**src/rtl/nibble_bus_memory_if.sv**
```systemverilog
// rtl/nibble_bus_memory_if.sv - nibble bus signal bundle between the 4-bit CPU and its memory stage

interface nibble_bus_memory_if;
   logic       bus_active;
   logic [7:0] bus_addr;
   logic [3:0] bus_ctl;
   logic [3:0] bus_wdata;
   logic [3:0] bus_rdata;

   modport master (
      output bus_active,
      output bus_addr,
      output bus_ctl,
      output bus_wdata,
      input  bus_rdata
   );

   modport slave (
      input  bus_active,
      input  bus_addr,
      input  bus_ctl,
      input  bus_wdata,
      output bus_rdata
   );
endinterface

```
**src/rtl/nibble_bus_memory.sv**
```systemverilog
// rtl/nibble_bus_memory.sv - program/data memory, bus-protocol checker and instruction counter on the nibble bus

module nibble_bus_memory #(
   parameter int PC_BITS  = 6,
   parameter int CNT_BITS = 16
) (
   input  logic                  clk,
   input  logic                  rst,
   nibble_bus_memory_if.slave    bus,
   input  logic                  prog_we,
   input  logic                  prog_sel,
   input  logic [PC_BITS+1:0]    prog_addr,
   input  logic [3:0]            prog_data,
   output logic                  proto_err,
   output logic                  range_err,
   output logic [CNT_BITS-1:0]   instr_count,
   output logic [CNT_BITS-1:0]   err_count
);

   localparam int DEPTH = 1 << PC_BITS;

   typedef enum logic [1:0] {
      EXP_F1  = 2'd0,
      EXP_F2  = 2'd1,
      EXP_F3  = 2'd2,
      EXP_ANY = 2'd3
   } chk_state_t;

   // Three instruction banks (one per fetch phase) and the zero-page RAM.
   logic [3:0] prog_mem [0:2][0:DEPTH-1];
   logic [3:0] data_ram [0:15];

   chk_state_t state;
   logic [9:0] pc_latched;

   // Bus cycle decode
   logic         is_fetch;
   logic         is_f1;
   logic         is_f2;
   logic         is_f3;
   logic         is_load;
   logic         is_store;
   logic [9:0]   pc;
   logic         in_range;
   logic [PC_BITS-1:0] pc_idx;
   logic         violation;
   chk_state_t   next_state;

   // Host-side decode
   logic [1:0]         host_phase;
   logic [PC_BITS-1:0] host_idx;

   assign pc       = {bus.bus_addr, bus.bus_ctl[3:2]};
   assign pc_idx   = pc[PC_BITS-1:0];
   assign in_range = (pc >> PC_BITS) == 10'd0;
   assign is_fetch = bus.bus_ctl[1:0] != 2'b11;
   assign is_f1    = bus.bus_ctl[1:0] == 2'b00;
   assign is_f2    = bus.bus_ctl[1:0] == 2'b01;
   assign is_f3    = bus.bus_ctl[1:0] == 2'b10;
   assign is_load  = bus.bus_ctl == 4'b0111;
   assign is_store = bus.bus_ctl == 4'b0011;

   assign host_phase = prog_addr[PC_BITS+1:PC_BITS];
   assign host_idx   = prog_addr[PC_BITS-1:0];

   // Read path: zero latency, the CPU samples it at the edge ending the cycle.
   always_comb begin
      bus.bus_rdata = 4'h0;
      if (is_fetch) begin
         if (in_range) begin
            bus.bus_rdata = prog_mem[bus.bus_ctl[1:0]][pc_idx];
         end
      end else if (is_load) begin
         bus.bus_rdata = data_ram[bus.bus_addr[3:0]];
      end
   end

   // Checker: which cycle types are legal now, and where to go next.
   // Illegal 11 encodings match none of the legal cases, so they always violate.
   always_comb begin
      violation = 1'b0;
      case (state)
         EXP_F1:  violation = !is_f1;
         EXP_F2:  violation = !(is_f2 && pc == pc_latched);
         EXP_F3:  violation = !(is_f3 && pc == pc_latched);
         EXP_ANY: violation = !(is_f1 || is_load || is_store);
         default: violation = 1'b1;
      endcase

      // An F1 always starts a new instruction, whether it was legal or a resync point.
      if (is_f1) begin
         next_state = EXP_F2;
      end else if (!violation && is_f2) begin
         next_state = EXP_F3;
      end else if (!violation && is_f3) begin
         next_state = EXP_ANY;
      end else begin
         next_state = EXP_F1;
      end
   end

   // Program memory is never cleared so a loaded program survives reset; reset still blocks writes.
   always_ff @(posedge clk) begin
      if (!rst && prog_we && !prog_sel && host_phase != 2'b11) begin
         prog_mem[host_phase][host_idx] <= prog_data;
      end
   end

   // Data RAM: CPU store first, host write afterwards so the host wins on a collision.
   always_ff @(posedge clk) begin
      if (rst) begin
         for (int i = 0; i < 16; i++) begin
            data_ram[i] <= 4'h0;
         end
      end else begin
         if (is_store) begin
            data_ram[bus.bus_addr[3:0]] <= bus.bus_wdata;
         end
         if (prog_we && prog_sel) begin
            data_ram[prog_addr[3:0]] <= prog_data;
         end
      end
   end

   // Protocol checker FSM with sticky flags and counters.
   always_ff @(posedge clk) begin
      if (rst) begin
         state       <= EXP_F1;
         pc_latched  <= 10'd0;
         proto_err   <= 1'b0;
         range_err   <= 1'b0;
         instr_count <= '0;
         err_count   <= '0;
      end else if (!bus.bus_active) begin
         state <= EXP_F1;
      end else begin
         state <= next_state;
         if (is_f1) begin
            pc_latched <= pc;
         end
         if (is_fetch && !in_range) begin
            range_err <= 1'b1;
         end
         if (is_f3) begin
            instr_count <= instr_count + 1'b1;
         end
         if (violation) begin
            proto_err <= 1'b1;
            if (err_count != {CNT_BITS{1'b1}}) begin
               err_count <= err_count + 1'b1;
            end
         end
      end
   end

endmodule

```
**src/flat_wrapper.sv**
```systemverilog
// flat-port wrapper written by rule: the top's interface ports become plain ports
module nibble_bus_memory_flat 
#(
   parameter int PC_BITS  = 6,
   parameter int CNT_BITS = 16
)
  (clk, rst, prog_we, prog_sel, prog_addr, prog_data, proto_err, range_err, instr_count, err_count, bus_bus_active, bus_bus_addr, bus_bus_ctl, bus_bus_wdata, bus_bus_rdata);
  nibble_bus_memory_if bus_i ();
  input  logic clk;
  input  logic rst;
  input  logic prog_we;
  input  logic prog_sel;
  input  logic [PC_BITS+1:0] prog_addr;
  input  logic [3:0] prog_data;
  output logic proto_err;
  output logic range_err;
  output logic [CNT_BITS-1:0] instr_count;
  output logic [CNT_BITS-1:0] err_count;
  input wire logic [$bits(bus_i.bus_active)-1:0] bus_bus_active;
  input wire logic [$bits(bus_i.bus_addr)-1:0] bus_bus_addr;
  input wire logic [$bits(bus_i.bus_ctl)-1:0] bus_bus_ctl;
  input wire logic [$bits(bus_i.bus_wdata)-1:0] bus_bus_wdata;
  output wire logic [$bits(bus_i.bus_rdata)-1:0] bus_bus_rdata;
  assign bus_i.bus_active = bus_bus_active;
  assign bus_i.bus_addr = bus_bus_addr;
  assign bus_i.bus_ctl = bus_bus_ctl;
  assign bus_i.bus_wdata = bus_bus_wdata;
  assign bus_bus_rdata = bus_i.bus_rdata;
  nibble_bus_memory #(.PC_BITS(PC_BITS), .CNT_BITS(CNT_BITS)) u_core (.clk(clk), .rst(rst), .bus(bus_i), .prog_we(prog_we), .prog_sel(prog_sel), .prog_addr(prog_addr), .prog_data(prog_data), .proto_err(proto_err), .range_err(range_err), .instr_count(instr_count), .err_count(err_count));
endmodule
```
**config.mk**
```make
export PLATFORM = sky130hd
export DESIGN_NAME = nibble_bus_memory_flat
export DESIGN_NICKNAME = d
export VERILOG_FILES = /design/src/rtl/nibble_bus_memory_if.sv /design/src/rtl/nibble_bus_memory.sv /design/src/flat_wrapper.sv
export SDC_FILE = /design/constraint.sdc
export NUM_CORES = 1
export LEC_CHECK = 0
export ABC_CLOCK_PERIOD_IN_PS = 2500
export BUFFER_PORTS_ARGS = -buffer_cell sky130_fd_sc_hd__clkbuf_2
export CORE_UTILIZATION = 48
export CTS_CLUSTER_DIAMETER = 100
export DETAILED_ROUTE_END_ITERATION = 8
export PLACE_DENSITY = 0.73
export SYNTH_ARGS = -nofsm -noshare
export SYNTH_HDL_FRONTEND = slang
export SYNTH_SLANG_ARGS = --single-unit
```
**constraint.sdc**
```tcl
create_clock -name clk -period 2.5 [get_ports clk]
set_clock_uncertainty 0.2 [all_clocks]
set_input_delay 0.125 -clock clk [delete_from_list [all_inputs] [get_ports clk]]
set_output_delay 0.125 -clock clk [all_outputs]
set_load 0.1 [all_outputs]
```
After elaboration in Yosys (flattened, before gate mapping)
Memory sizes are Yosys's and may differ from the RTL's.
Cells that the tools add are included.
{"block": "word_totals", "register_bits": 46, "mem_bits_rw": 832, "in_bits": 33, "out_inout_bits": 38, "wordCells": 88, "n_memories": 2}
{"name": "u_core.prog_mem", "words": 3, "width": 256, "rd": 1, "rd_clocked_by_memory_dff": 0, "wr": 1, "line": "nibble_bus_memory.sv:30", "rtl": "logic [3:0] prog_mem [0:2][0:DEPTH-1];"}
{"name": "u_core.data_ram", "words": 16, "width": 4, "rd": 1, "rd_clocked_by_memory_dff": 0, "wr": 16, "line": "nibble_bus_memory.sv:31", "rtl": "logic [3:0] data_ram [0:15];"}
{"block": "op_classes", "add_sub_neg": 2, "n_lt_le_gt_ge": 3, "eq_ne": 11, "muxes": 28, "bitwise": 3, "reduce_logical": 32}
{"op": "2-to-1 mux 256 bit", "n": 1}
{"op": "2-to-1 mux 4 bit", "n": 10}
{"op": "adder 16 x 1 -> 16 bit (second input constant)", "n": 2}
{"op": "binary-select mux 4 bit (select 6 bit)", "n": 1}
{"op": "demux 4 bit (select 6 bit)", "n": 1}
{"op": "inequality test 16 bit (second input constant)", "n": 1}
{"op": "greater-or-equal comparator 7 bit (second input constant)", "n": 2}
{"op": "NOT 6 -> 7 bit", "n": 2}
{"op": "2-to-1 mux 1 bit", "n": 12}
{"op": "== test 10 bit", "n": 1}
{"op": "logical AND 1 bit", "n": 10}
{"op": "zero test 10 bit", "n": 1}
{"op": "zero test 1 bit", "n": 8}
{"op": "AND reduction 2 bit", "n": 4}
{"op": "OR reduction 4 bit", "n": 2}
{"op": "less-than comparator 7 x 1 -> 1 bit (second input constant)", "n": 1}
{"op": "== test 2 bit (second input constant)", "n": 3}
{"op": "== test 2 x 1 -> 1 bit (second input constant)", "n": 2}
{"op": "== test 4 x 2 -> 1 bit (second input constant)", "n": 1}
{"op": "== test 4 x 3 -> 1 bit (second input constant)", "n": 1}
{"op": "zero test 2 bit", "n": 2}
{"op": "2-to-1 mux 2 bit", "n": 2}
{"op": "inequality test 2 bit (second input constant)", "n": 2}
{"op": "case mux 1 bit (4 select lines)", "n": 1}
{"op": "5 further kinds", "n": 6}

Longest topological paths before layout
Gate-level depths: netlist (run 1).
{"block": "depth", "ltp_word": 10, "mapped_depth": 13, "mapped_depth_nobuf": 7}

Least setup slack after synthesis (run 1)
Ideal clock, no wire load.
{"block": "synth_timing", "path_type": "input to output", "from": "input bus_bus_ctl[2]", "to": "output bus_bus_rdata[3]", "t_arrival_ns": 4.060, "t_required_ns": 2.175, "slack_ns": -1.885, "cell_stages": 9, "path_buffers": 5, "path_cell_list": "buf_2 -> buf_2 -> buf_2 -> buf_2 -> clkbuf_1 -> mux4_2 -> o22ai_1 -> nor2_1 -> a211oi_1"}
{"block": "synth_via", "elab_chain_len": 6, "elab_cells_between_ends": 8, "cone_classes": "eq/ne (1); mux (6); bitwise (1)"}
{"element": "start: declaration", "line": "flat_wrapper.sv:21", "rtl": "input wire logic [$bits(bus_i.bus_ctl)-1:0] bus_bus_ctl;"}
{"element": "NOT 6 -> 7 bit (implied by the code)", "line": "nibble_bus_memory.sv:71", "rtl": "bus.bus_rdata = prog_mem[bus.bus_ctl[1:0]][pc_idx];"}
{"element": "binary-select mux 4 bit (select 6 bit)", "line": "nibble_bus_memory.sv:71"}
{"element": "2-to-1 mux 4 bit (implied by the code) (2 in series)", "line": "nibble_bus_memory.sv:71"}
{"element": "2-to-1 mux 4 bit", "line": "nibble_bus_memory.sv:70", "rtl": "if (in_range) begin"}
{"element": "2-to-1 mux 4 bit (*)", "line": "nibble_bus_memory.sv:69", "rtl": "if (is_fetch) begin"}
{"element": "end: declaration", "line": "flat_wrapper.sv:23", "rtl": "output wire logic [$bits(bus_i.bus_rdata)-1:0] bus_bus_rdata;"}
Every way passes the cells marked *; elsewhere a longest branch is shown, timed or not. The select of a mux whose other input is x is not followed.

Worst setup path in the final report (run 1)
{"block": "layout_timing", "from": "memory u_core.prog_mem[1][110] (netlist name)", "to": "output bus_bus_rdata[2]"}
{"block": "layout_via", "elab_chain_len": 6}
{"element": "start: declaration", "line": "nibble_bus_memory.sv:30"}
{"element": "memory (3 x 256 bit)"}
{"element": "binary-select mux 4 bit (select 6 bit)", "line": "nibble_bus_memory.sv:71"}
{"element": "2-to-1 mux 4 bit (implied by the code) (2 in series)", "line": "nibble_bus_memory.sv:71"}
{"element": "2-to-1 mux 4 bit", "line": "nibble_bus_memory.sv:70"}
{"element": "2-to-1 mux 4 bit", "line": "nibble_bus_memory.sv:69"}
No other way between the ends. The select of a mux whose other input is x is not followed.

==> results.ini, run 1 <==
[outcome]
status=finished with violations
violations=negative setup slack

[worst_setup_path]
crit_path_end_kind=primary output
slowest_stage=mux4_2
r2r_start=u_core.err_count[4]$_SDFFE_PP0P_
rrSetupSlack_ns=0.19
slowest_delay_ns=0.47
startpoint_type=register
crit_arrival_ns=3.20
critPathMaxFanout=1
crit_path_cell_trace=mux2_2 > mux4_2 > a32o_1 > a221o_1 > o31ai_4 > nand3_2 > a22o_4 > buf_12
crit_type=register to primary output
rr_worst_depth=8
worstReg2RegEnd=u_core.err_count[12]$_SDFFE_PP0P_
worstPathRequired_ns=2.17

[cells_and_area]
syn2layout_area_growth_pct=18.44
nFillCells=5753
finalNonFillerCells=4010
drive_above_1_share_pct=22.22
fin_util_pct=57.77
nets=2940

[synthesis]
synth_top_cells_by_count=edfxtp_1 (832), nand2_1 (324), nor2_1 (285)
synth-seq-cells=878
synth_cells=2606
synth_edf_count=832
synth_nets=2641
yosys_warnings=0
synth_largest_area_cell=edfxtp_1
ys_types=71
synth-async-reset-ratio_pct=0
syn-mean-instance-area_sq_um=14.29
ys_top_cells_by_area=edfxtp_1 (67%), mux2i_1 (4.8%), mux4_2 (4.1%), nand2_1 (3.3%), nor2_1 (2.9%)
yosysSeqAreaShare_pct=69.58
synth-main-ff-cell=edfxtp_1
yosysMostFrequentCell=edfxtp_1
synth_top_area_share_pct=67.11
netlist_area_sq_um=37230

[timing]
rsz0062_at_grt=yes
hold_ws_ns=0.0005785
setup_slack_ns=-1.021
fmax_ghz=0.2840
tightest_slew_ns=0.7104
setup_viol=4
slew_viol_final=0
period_needed_ns=3.521
period_share_pct=140.9
hold_viol=0
relSlewSlack_pct=52.28

[drt]
ant_nets=0
drt-initial-drc-count=3039
drt_first_pass_iters=6
viasPerCell=6.012
vias=24110
routed_wl_microns=100700
drc=0
drt-wirelength-per-cell_microns=25.11

[place]
dp_cells=3811
portBuffers=70
place_congestion=0.9731
place_hpwl_microns=67330
pre_cts_ws_ns=-0.7147

[grt]
grt-ovfl-total=0
grt_max_degree=114
grt_first_pass_wirelength_microns=148700
antenna_found_initial=3
grt_pass1_vias=24040
grtUsageTotal_pct=25.60

[flow_run]
maxCapViolations=0

[hold_path]
min_from=prog_sel
min_to=u_core.prog_mem[1][167]$_DFFE_PP_
holdCritPathClass=primary input to register
hold_depth=4

[cts]
clock_sinks=878
htree_levels=3
cts.clk_slew.worst_paths_ns=0.06
clk_latency_ns=0.66
cts-buffers-inserted=89
cts-root-buf=clkbuf_16
postCtsSetupBuffers=0
cts_tree=built
cts_buffer_depth=3

[floorplanning]
die_h_microns=280.5
die_width_microns=280.5
rows=101
pin_count=71
core_sq_um=76330
start_util_pct=48.78
die_area_sq_um=78680

[pwr]
p_leak_nw=14.99
ir_worst_vdd_uv=539.9
power_density_nw_per_um2=715.1

[repair_timing]
action	4_1_cts	5_1_grt
gates resized for setup	17	11
gates cloned	0	0
pin swaps	5	6
setup endpoints to repair	4	11
hold buffers	34	0
endpoints found under the hold margin	614	0
[critical path: cells and delay by family, from the launching register on]
| family | cells | cell delay [ns] |
|---|---|---|
| AND/OR/NAND/NOR | 1 | 0.15 |
| AO/OA/AOI/OAI | 4 | 1.06 |
| multiplexers | 2 | 0.75 |
| buffers and inverters | 1 | 0.17 |
| flip-flops | 1 | 0.42 |
[worst max path at each step]
| stage | startpoint | endpoint | slack (ns) |
|---|---|---|---|
| floorplan | bus_bus_ctl[0] | bus_bus_rdata[3] | -0.27 |
| global placement | bus_bus_ctl[0] | bus_bus_rdata[3] | -0.73 |
| detailed placement | bus_bus_ctl[0] | bus_bus_rdata[3] | -0.71 |
| CTS | u_core.prog_mem[0][106]$_DFFE_PP_ | bus_bus_rdata[2] | -1.03 |
| global route | u_core.prog_mem[0][106]$_DFFE_PP_ | bus_bus_rdata[2] | -1.10 |
| finish | u_core.prog_mem[1][110]$_DFFE_PP_ | bus_bus_rdata[2] | -1.02 |
[per-stage QoR]
stage	power, mW	instance area [sq um]	TNS (ns)
after floorplan	17.54	37390	-0.3078
after global placement	18.52	40780	-6.120
after detailed placement	18.56	40780	-11.85
after CTS	31.58	44040	-3.533
after global routing	32.32	44090	-3.856
final	31.53	44100	-3.634
[report_power, final]
group / internal (mW) / switching (mW)
sequential: 16.1 / 0.0445
combinational: 0.820 / 1.35
clock: 7.55 / 5.62
total: 24.5 / 7.01
[registers in the layout, indices dropped and copies added (netlist names)]
signal / count
u_core.data_ram: 64
u_core.err_count: 16
u_core.instr_count: 16
u_core.pc_latched: 10
u_core.prog_mem: 768
u_core.proto_err: 1
u_core.range_err: 1
u_core.state: 2
[placed cells by master (no fill, tap or decap), types with 11 or more instances in the layout]
cell	n
edfxtp_1	832
o21ai_0	162
o211ai_1	37
xor2_1	23
clkbuf_1	26
o31ai_1	34
xnor2_1	17
clkbuf_16	89
nor2b_1	13
clkbuf_2	58
buf_12	41
mux2i_1	176
dfxtp_1	34
nor4_1	11
dlygate4sd3_1	34
nand2_1	324
mux2_2	72
a21oi_1	52
nor2_1	284
nand3_1	34
nor3_1	22
buf_4	236
mux4_2	68
nand4_1	13
clkinv_2	16
a22oi_1	28
a211o_1	13
[kinds of logic after synthesis]
| group | count (synthesis) | synth area share (%) |
|---|---|---|
| fa+ha+maj | 2 | 0.06720 |
| mux | 326 | 11.33 |
| compound gates | 403 | 6.796 |
| buf+inv | 175 | 2.188 |
| xor+xnor | 40 | 0.9410 |
| flops | 878 | 69.58 |
| simple gates | 782 | 9.098 |
[layout make-up]
type	count	area, sq um	share of cell area (%)
Sequential cell	878	25930	58.80
Clock buffer	115	2325	5.272
Antenna cell	1	2.502	0.005675
Multi-Input combinational cell	1553	10680	24.21
Tap cell	1030	1289	2.923
Inverter	7	30.03	0.06810
Clock inverter	50	540.5	1.226
Timing Repair Buffer	376	3303	7.491
[per-layer routing]
| layer | vias up | GRT usage, % | routed length [microns] |
|---|---|---|---|
| met5 | - | 0 | 28 |
| met4 | 4 | 10.68 | 4093 |
| met3 | 272 | 7.111 | 11480 |
| met2 | 1438 | 41.44 | 47830 |
| met1 | 11880 | 32.40 | 37260 |
| li1 | 10520 | - | - |
Note: power is estimated with default switching activity, not from simulation.
==> inputs of run 2 (changes only) <==
--- a/config.mk
+++ b/config.mk
@@ -7,10 +7,13 @@
 export LEC_CHECK = 0
 export ABC_CLOCK_PERIOD_IN_PS = 2500
 export BUFFER_PORTS_ARGS = -buffer_cell sky130_fd_sc_hd__clkbuf_2
+export CELL_PAD_IN_SITES_DETAIL_PLACEMENT = 1
+export CELL_PAD_IN_SITES_GLOBAL_PLACEMENT = 1
 export CORE_UTILIZATION = 48
 export CTS_CLUSTER_DIAMETER = 100
 export DETAILED_ROUTE_END_ITERATION = 8
-export PLACE_DENSITY = 0.73
+export PLACE_DENSITY_LB_ADDON = 0.1
+export SKIP_LAST_GASP = 1
 export SYNTH_ARGS = -nofsm -noshare
 export SYNTH_HDL_FRONTEND = slang
 export SYNTH_SLANG_ARGS = --single-unit
==> run 2 against run 1 <==
Effect of this change: the flow still finishes with violations (negative setup slack); hold slack improved by 0.055 ns; count of clock-buffer cells in the layout grew 2; final area rose by 0.98%; register-to-register slack got worse by 0.14 ns.
==> results.ini, run 2 (synthesis results as in run 1) <==
[worst_setup_path]
crit_arrival_ns=3.26  ; +0.06 ns
crit_type=register to primary output
crit_path_end_kind=primary output
startpoint_type=register
critPathMaxFanout=1  ; unchanged
worstPathRequired_ns=2.17  ; about the same
rr_worst_depth=6  ; -2

[cts]
clock_sinks=878  ; unchanged
cts-root-buf=clkbuf_16
cts.clk_slew.worst_paths_ns=0.06  ; about the same
htree_levels=3  ; unchanged
cts_tree=built
cts_buffer_depth=3  ; unchanged
cts-buffers-inserted=92  ; +3.4%
clk_latency_ns=0.64  ; -0.02 ns

[drt]
routed_wl_microns=113200  ; +12%
vias=24320  ; +0.85%
drc=0  ; unchanged
viasPerCell=6.011  ; about the same
drt_first_pass_iters=5  ; -1
drt-initial-drc-count=2138  ; -30%
ant_nets=0  ; unchanged
drt-wirelength-per-cell_microns=27.98  ; +11%

[timing]
hold_viol=0  ; unchanged
rsz0062_at_grt=yes
tightest_slew_ns=0.6048  ; -0.1056 ns
hold_ws_ns=0.05560  ; +0.05502 ns
setup_viol=4  ; unchanged
setup_slack_ns=-1.082  ; -0.06090 ns
period_share_pct=143.3  ; +2.4 points
fmax_ghz=0.2792  ; -1.7%
slew_viol_final=0  ; unchanged
period_needed_ns=3.582  ; +0.06090 ns
relSlewSlack_pct=59.58  ; +7.3 points

[floorplanning]
start_util_pct=48.78  ; unchanged
rows=101  ; unchanged
die_area_sq_um=78680  ; unchanged
pin_count=71  ; unchanged
die_width_microns=280.5  ; unchanged
die_h_microns=280.5  ; unchanged
core_sq_um=76330  ; unchanged

[outcome]
violations=negative setup slack
status=finished with violations

[grt]
grt_pass1_vias=25220  ; +4.9%
grt_first_pass_wirelength_microns=166600  ; +12%
grtUsageTotal_pct=28.98  ; +3.4 points
antenna_found_initial=1  ; -2
grt_max_degree=77  ; -32%
grt-ovfl-total=0  ; unchanged

[cells_and_area]
nFillCells=7318  ; +27%
top_register=u_core.prog_mem
nets=2974  ; +1.2%
final_common_cell=edfxtp_1
largest_registers=u_core.prog_mem (768), u_core.data_ram (64)
drive_above_1_share_pct=23.09  ; +0.87 points
syn2layout_area_growth_pct=19.60
largest_reg_flops=768  ; unchanged
layout_common_cells=edfxtp_1 (832), nand2_1 (323), nor2_1 (281)
finalNonFillerCells=4045  ; +0.87%

[place]
place_congestion=0.9552  ; -1.8%
portBuffers=70  ; unchanged
place_hpwl_microns=77640  ; +15%
dp_cells=3837  ; +0.68%
pre_cts_ws_ns=-0.9349  ; -0.2202 ns

[hold_path]
hold_depth=5  ; +1
holdCritPathClass=primary input to register

[pwr]
ir_worst_vdd_uv=675.1  ; +25%
total_power_mw=31.59  ; +0.18%
power_density_nw_per_um2=709.5  ; -0.78%
p_leak_nw=15.21  ; +1.5%

[flow_run]
maxCapViolations=0  ; unchanged

-- run 2: changes by cell type in the layout (fill, tap and decap cells not counted), moves of 4 or more --
cell           delta
clkinv_1         +14
buf_12           +11
clkbuf_16         +5
dlygate4sd3_1     +4
bufinv_16         -6
buf_4            +17
o21ai_0           -4
clkbuf_1          -6
nor2_2            +4
clkinv_4          -4
-- run 2: timing repair --
action / in CTS / in global routing
pin swaps: 7 / 11
resized for setup: 22 / 27
buffers inserted: 0 / 2
hold buffers: 38 / 0
cloned: 0 / 0
setup endpoints to repair: 4 / 18
endpoints found under the hold margin: 771 / 0
-- run 2: critical path, cell delays in order, from the launching register on --
cell      delay [ns]
edfxtp_1        0.39
mux2_2          0.27
mux4_2          0.52
a32o_1          0.27
a221o_1         0.35
o31ai_2         0.21
nand3_1         0.13
a22o_4          0.30
buf_12          0.17
-- run 2: path summary, 6_finish.rpt --
path / startpoint / end / slack (ns)
max reg2reg: u_core.state[0]$_SDFF_PP0_ / u_core.state[0]$_SDFF_PP0_ / 0.05
max: u_core.prog_mem[0][238]$_DFFE_PP_ / bus_bus_rdata[2] / -1.08
min reg2reg: u_core.proto_err$_SDFFE_PP0P_ / u_core.proto_err$_SDFFE_PP0P_ / 0.25
min: prog_addr[1] / u_core.prog_mem[2][190]$_DFFE_PP_ / 0.06
-- run 2: layout make-up --
cell class / instances / area [sq um] / share of cell area, %
Multi-Input combinational cell: 1553 / 10760 / 24.16
Inverter: 7 / 30.03 / 0.06744
Sequential cell: 878 / 25930 / 58.24
Tap cell: 1030 / 1289 / 2.894
Antenna cell: 1 / 2.502 / 0.005620
Clock inverter: 52 / 360.3 / 0.8093
Clock buffer: 117 / 2469 / 5.544
Timing Repair Buffer: 407 / 3689 / 8.284
-- run 2: report_power, final --
part	total, mW	switching [mW]	leakage [nW]	internal, mW
Clock	13.0	5.74	1.38	7.31
Sequential	16.2	0.0349	7.89	16.1
Combinational	2.37	1.47	5.95	0.893
-- run 2: metal layers --
metal | vias to the layer above | wire length, microns | track usage, %
met2 | 915 | 55110 | 48.37
met1 | 12630 | 47340 | 38.94
met5 | - | 0 | 0
met4 | 0 | 3926 | 9.836
met3 | 218 | 6791 | 4.214
li1 | 10550 | - | -
-- run 2: stage by stage --
step           setup TNS [ns]  util (%)  cell area [sq um]
2_1_floorplan         -0.3078         -              37390
3_3_place_gp           -9.760     53.87              41110
3_5_place_dp           -10.54     53.87              41110
4_1_cts                -3.853     58.18              44410
5_1_grt                -3.780     58.34              44530
6_report               -3.438     58.34              44530
==> inputs of run 3 (changes only) <==
--- a/config.mk
+++ b/config.mk
@@ -5,7 +5,7 @@
 export SDC_FILE = /design/constraint.sdc
 export NUM_CORES = 1
 export LEC_CHECK = 0
-export ABC_CLOCK_PERIOD_IN_PS = 2500
+export ABC_CLOCK_PERIOD_IN_PS = 4500
 export BUFFER_PORTS_ARGS = -buffer_cell sky130_fd_sc_hd__clkbuf_2
 export CELL_PAD_IN_SITES_DETAIL_PLACEMENT = 1
 export CELL_PAD_IN_SITES_GLOBAL_PLACEMENT = 1
==> constraint.sdc (replaced) <==
create_clock -name clk -period 4.5 [get_ports clk]
set_clock_uncertainty 0.2 [all_clocks]
set_input_delay 0.225 -clock clk [delete_from_list [all_inputs] [get_ports clk]]
set_output_delay 0.225 -clock clk [all_outputs]
set_load 0.1 [all_outputs]
==> run 3 against run 2 <==
Effect of this change: the flow now finishes without violations; sequential share of layout area is 3.0 points higher; global-route usage decreased by 0.88 points; cell count is 5.7% lower; count of clock-buffer cells in the layout increased by 9; sequential power fell by 44%; register-to-register slack better by 1.8 ns; via count shrank 4.1%.
==> results.ini, run 3 (synthesis results as in run 1) <==
[outcome]
status=finished clean

[cts]
cts.clk_slew.worst_paths_ns=0.06  ; about the same
htree_levels=3  ; unchanged
postCtsSetupBuffers=0  ; unchanged
clock_sinks=878  ; unchanged
cts-buffers-inserted=94  ; +2.2%
cts-root-buf=clkbuf_16
post_cts_resized=0  ; -100%
clk_latency_ns=0.66  ; +0.02 ns
cts_buffer_depth=3  ; unchanged
cts_tree=built

[worst_setup_path]
critPathMaxFanout=23  ; +22
r2r_start=u_core.err_count[3]$_SDFFE_PP0P_
crit_arrival_ns=4.05  ; +0.79 ns
worstReg2RegEnd=u_core.err_count[15]$_SDFFE_PP0P_
rr_worst_depth=7  ; +1
crit_path_end_kind=primary output
startpoint_type=primary input
crit_type=primary input to primary output
worstPathRequired_ns=4.07  ; +1.90 ns
rrSetupSlack_ns=1.83  ; +1.78 ns

[cells_and_area]
finalNonFillerCells=3815  ; -5.7%
nets=2742  ; -7.8%
syn2layout_area_growth_pct=13.70
design_area_sq_um=42330  ; -4.9%
drive_above_1_share_pct=15.73  ; -7.4 points
largest_reg_flops=768  ; unchanged
final_common_cell=edfxtp_1
fin_util_pct=55.46  ; -2.9 points
top_register=u_core.prog_mem
nFillCells=7316  ; -0.027%
largest_registers=u_core.prog_mem (768), u_core.data_ram (64)
layout_common_cells=edfxtp_1 (832), nand2_1 (324), nor2_1 (285)

[place]
place_congestion=0.9212  ; -3.6%
dp_cells=3621  ; -5.6%
placed_area_sq_um=38950  ; -5.3%
place_hpwl_microns=71290  ; -8.2%
portBuffers=70  ; unchanged
pre_cts_ws_ns=0.3800  ; +1.315 ns

[timing]
tns_ns=0  ; +3.438 ns
rsz0062_at_grt=no
setup_viol=0  ; -4
period_share_pct=99.38
setup_slack_ns=0.02779  ; +1.110 ns
tightest_slew_ns=1.205  ; +0.6002 ns
hold_viol=0  ; unchanged
fmax_ghz=0.2236
period_needed_ns=4.472
hold_ws_ns=0.006570  ; -0.04903 ns
slew_viol_final=0  ; unchanged
relSlewSlack_pct=19.67  ; -40 points

[hold_path]
hold_depth=1  ; -4
min_to=u_core.prog_mem[0][59]$_DFFE_PP_
min_from=prog_data[3]
holdCritPathClass=primary input to register

[pwr]
power_density_nw_per_um2=426.9  ; -40%
total_power_mw=18.07  ; -43%
p_leak_nw=13.97  ; -8.1%
ir_worst_vdd_uv=329.3  ; -51%

[flow_run]
maxCapViolations=0  ; unchanged

[floorplanning]
core_sq_um=76330  ; unchanged
rows=101  ; unchanged
start_util_pct=48.78  ; unchanged
pin_count=71  ; unchanged
die_width_microns=280.5  ; unchanged
die_area_sq_um=78680  ; unchanged
die_h_microns=280.5  ; unchanged

[drt]
ant_nets=0  ; unchanged
drt_first_pass_iters=6  ; +1
viasPerCell=6.110  ; +1.6%
routed_wl_microns=109500  ; -3.3%
vias=23310  ; -4.1%
drt-initial-drc-count=2149  ; +0.51%
drt-wirelength-per-cell_microns=28.70  ; +2.6%
drc=0  ; unchanged

[grt]
grt_first_pass_wirelength_microns=161400  ; -3.1%
grt_max_degree=127  ; +65%
grt_pass1_vias=24210  ; -4.0%
antenna_found_initial=4  ; +3
grt-ovfl-total=0  ; unchanged
grtUsageTotal_pct=28.10  ; -0.88 points

## run 3: cell count changes in the layout (fill, tap and decap cells not counted), sizes merged, moves of 7 or more
cell,before,now
buf,311,95
dlygate4sd3,38,20
bufinv,3,13
clkbuf,175,184
inv,12,5
## run 3: power by group
part | switching, mW | internal [mW]
registers | 0.0215 | 8.98
logic | 0.746 | 0.331
clock network | 3.22 | 4.78
## run 3: metal layers
layer	vias up	wire, microns	track usage, %
li1	10110	-	-
met1	12130	46270	37.95
met2	851	52020	45.62
met3	214	7525	5.463
met4	4	3625	9.514
met5	-	27	0
## run 3: cell type report
class / instances / area, sq um / share of cell area, %
clock buffer: 126 / 2589 / 6.116
clock inverter: 47 / 584.3 / 1.380
inverter: 7 / 27.53 / 0.06503
antenna: 1 / 2.502 / 0.005912
tap: 1030 / 1289 / 3.044
timing repair buffer: 173 / 1409 / 3.328
sequential: 878 / 25900 / 61.20
multi-input combinational: 1553 / 10530 / 24.86
## run 3: timing repair
action / 4_1_cts / 5_1_grt
endpoints found under the hold margin: 118 / 0
endpoints found under the setup margin: 0 / 0
hold buffers: 20 / 0
## run 3: worst max path at each step
stage                             to  slack [ns]            start  depth (start not counted)
floorplan           bus_bus_rdata[0]        0.68   bus_bus_ctl[2]                          9
global placement    bus_bus_rdata[0]        0.37   bus_bus_ctl[0]                         10
detailed placement  bus_bus_rdata[0]        0.38   bus_bus_ctl[0]                         10
CTS                 bus_bus_rdata[0]        0.20   bus_bus_ctl[3]                         11
global route        bus_bus_rdata[3]        0.01  bus_bus_addr[3]                          9
finish              bus_bus_rdata[3]        0.03  bus_bus_addr[3]                          9
## run 3: worst max-delay path, stage by stage
cell	delay [ns]
dlygate4sd3_1	0.53
clkbuf_2	0.46
nor2b_1	0.67
nand2_1	0.52
a21o_1	0.32
o22ai_1	0.42
nor2_1	0.11
a211oi_2	0.54
buf_12	0.25
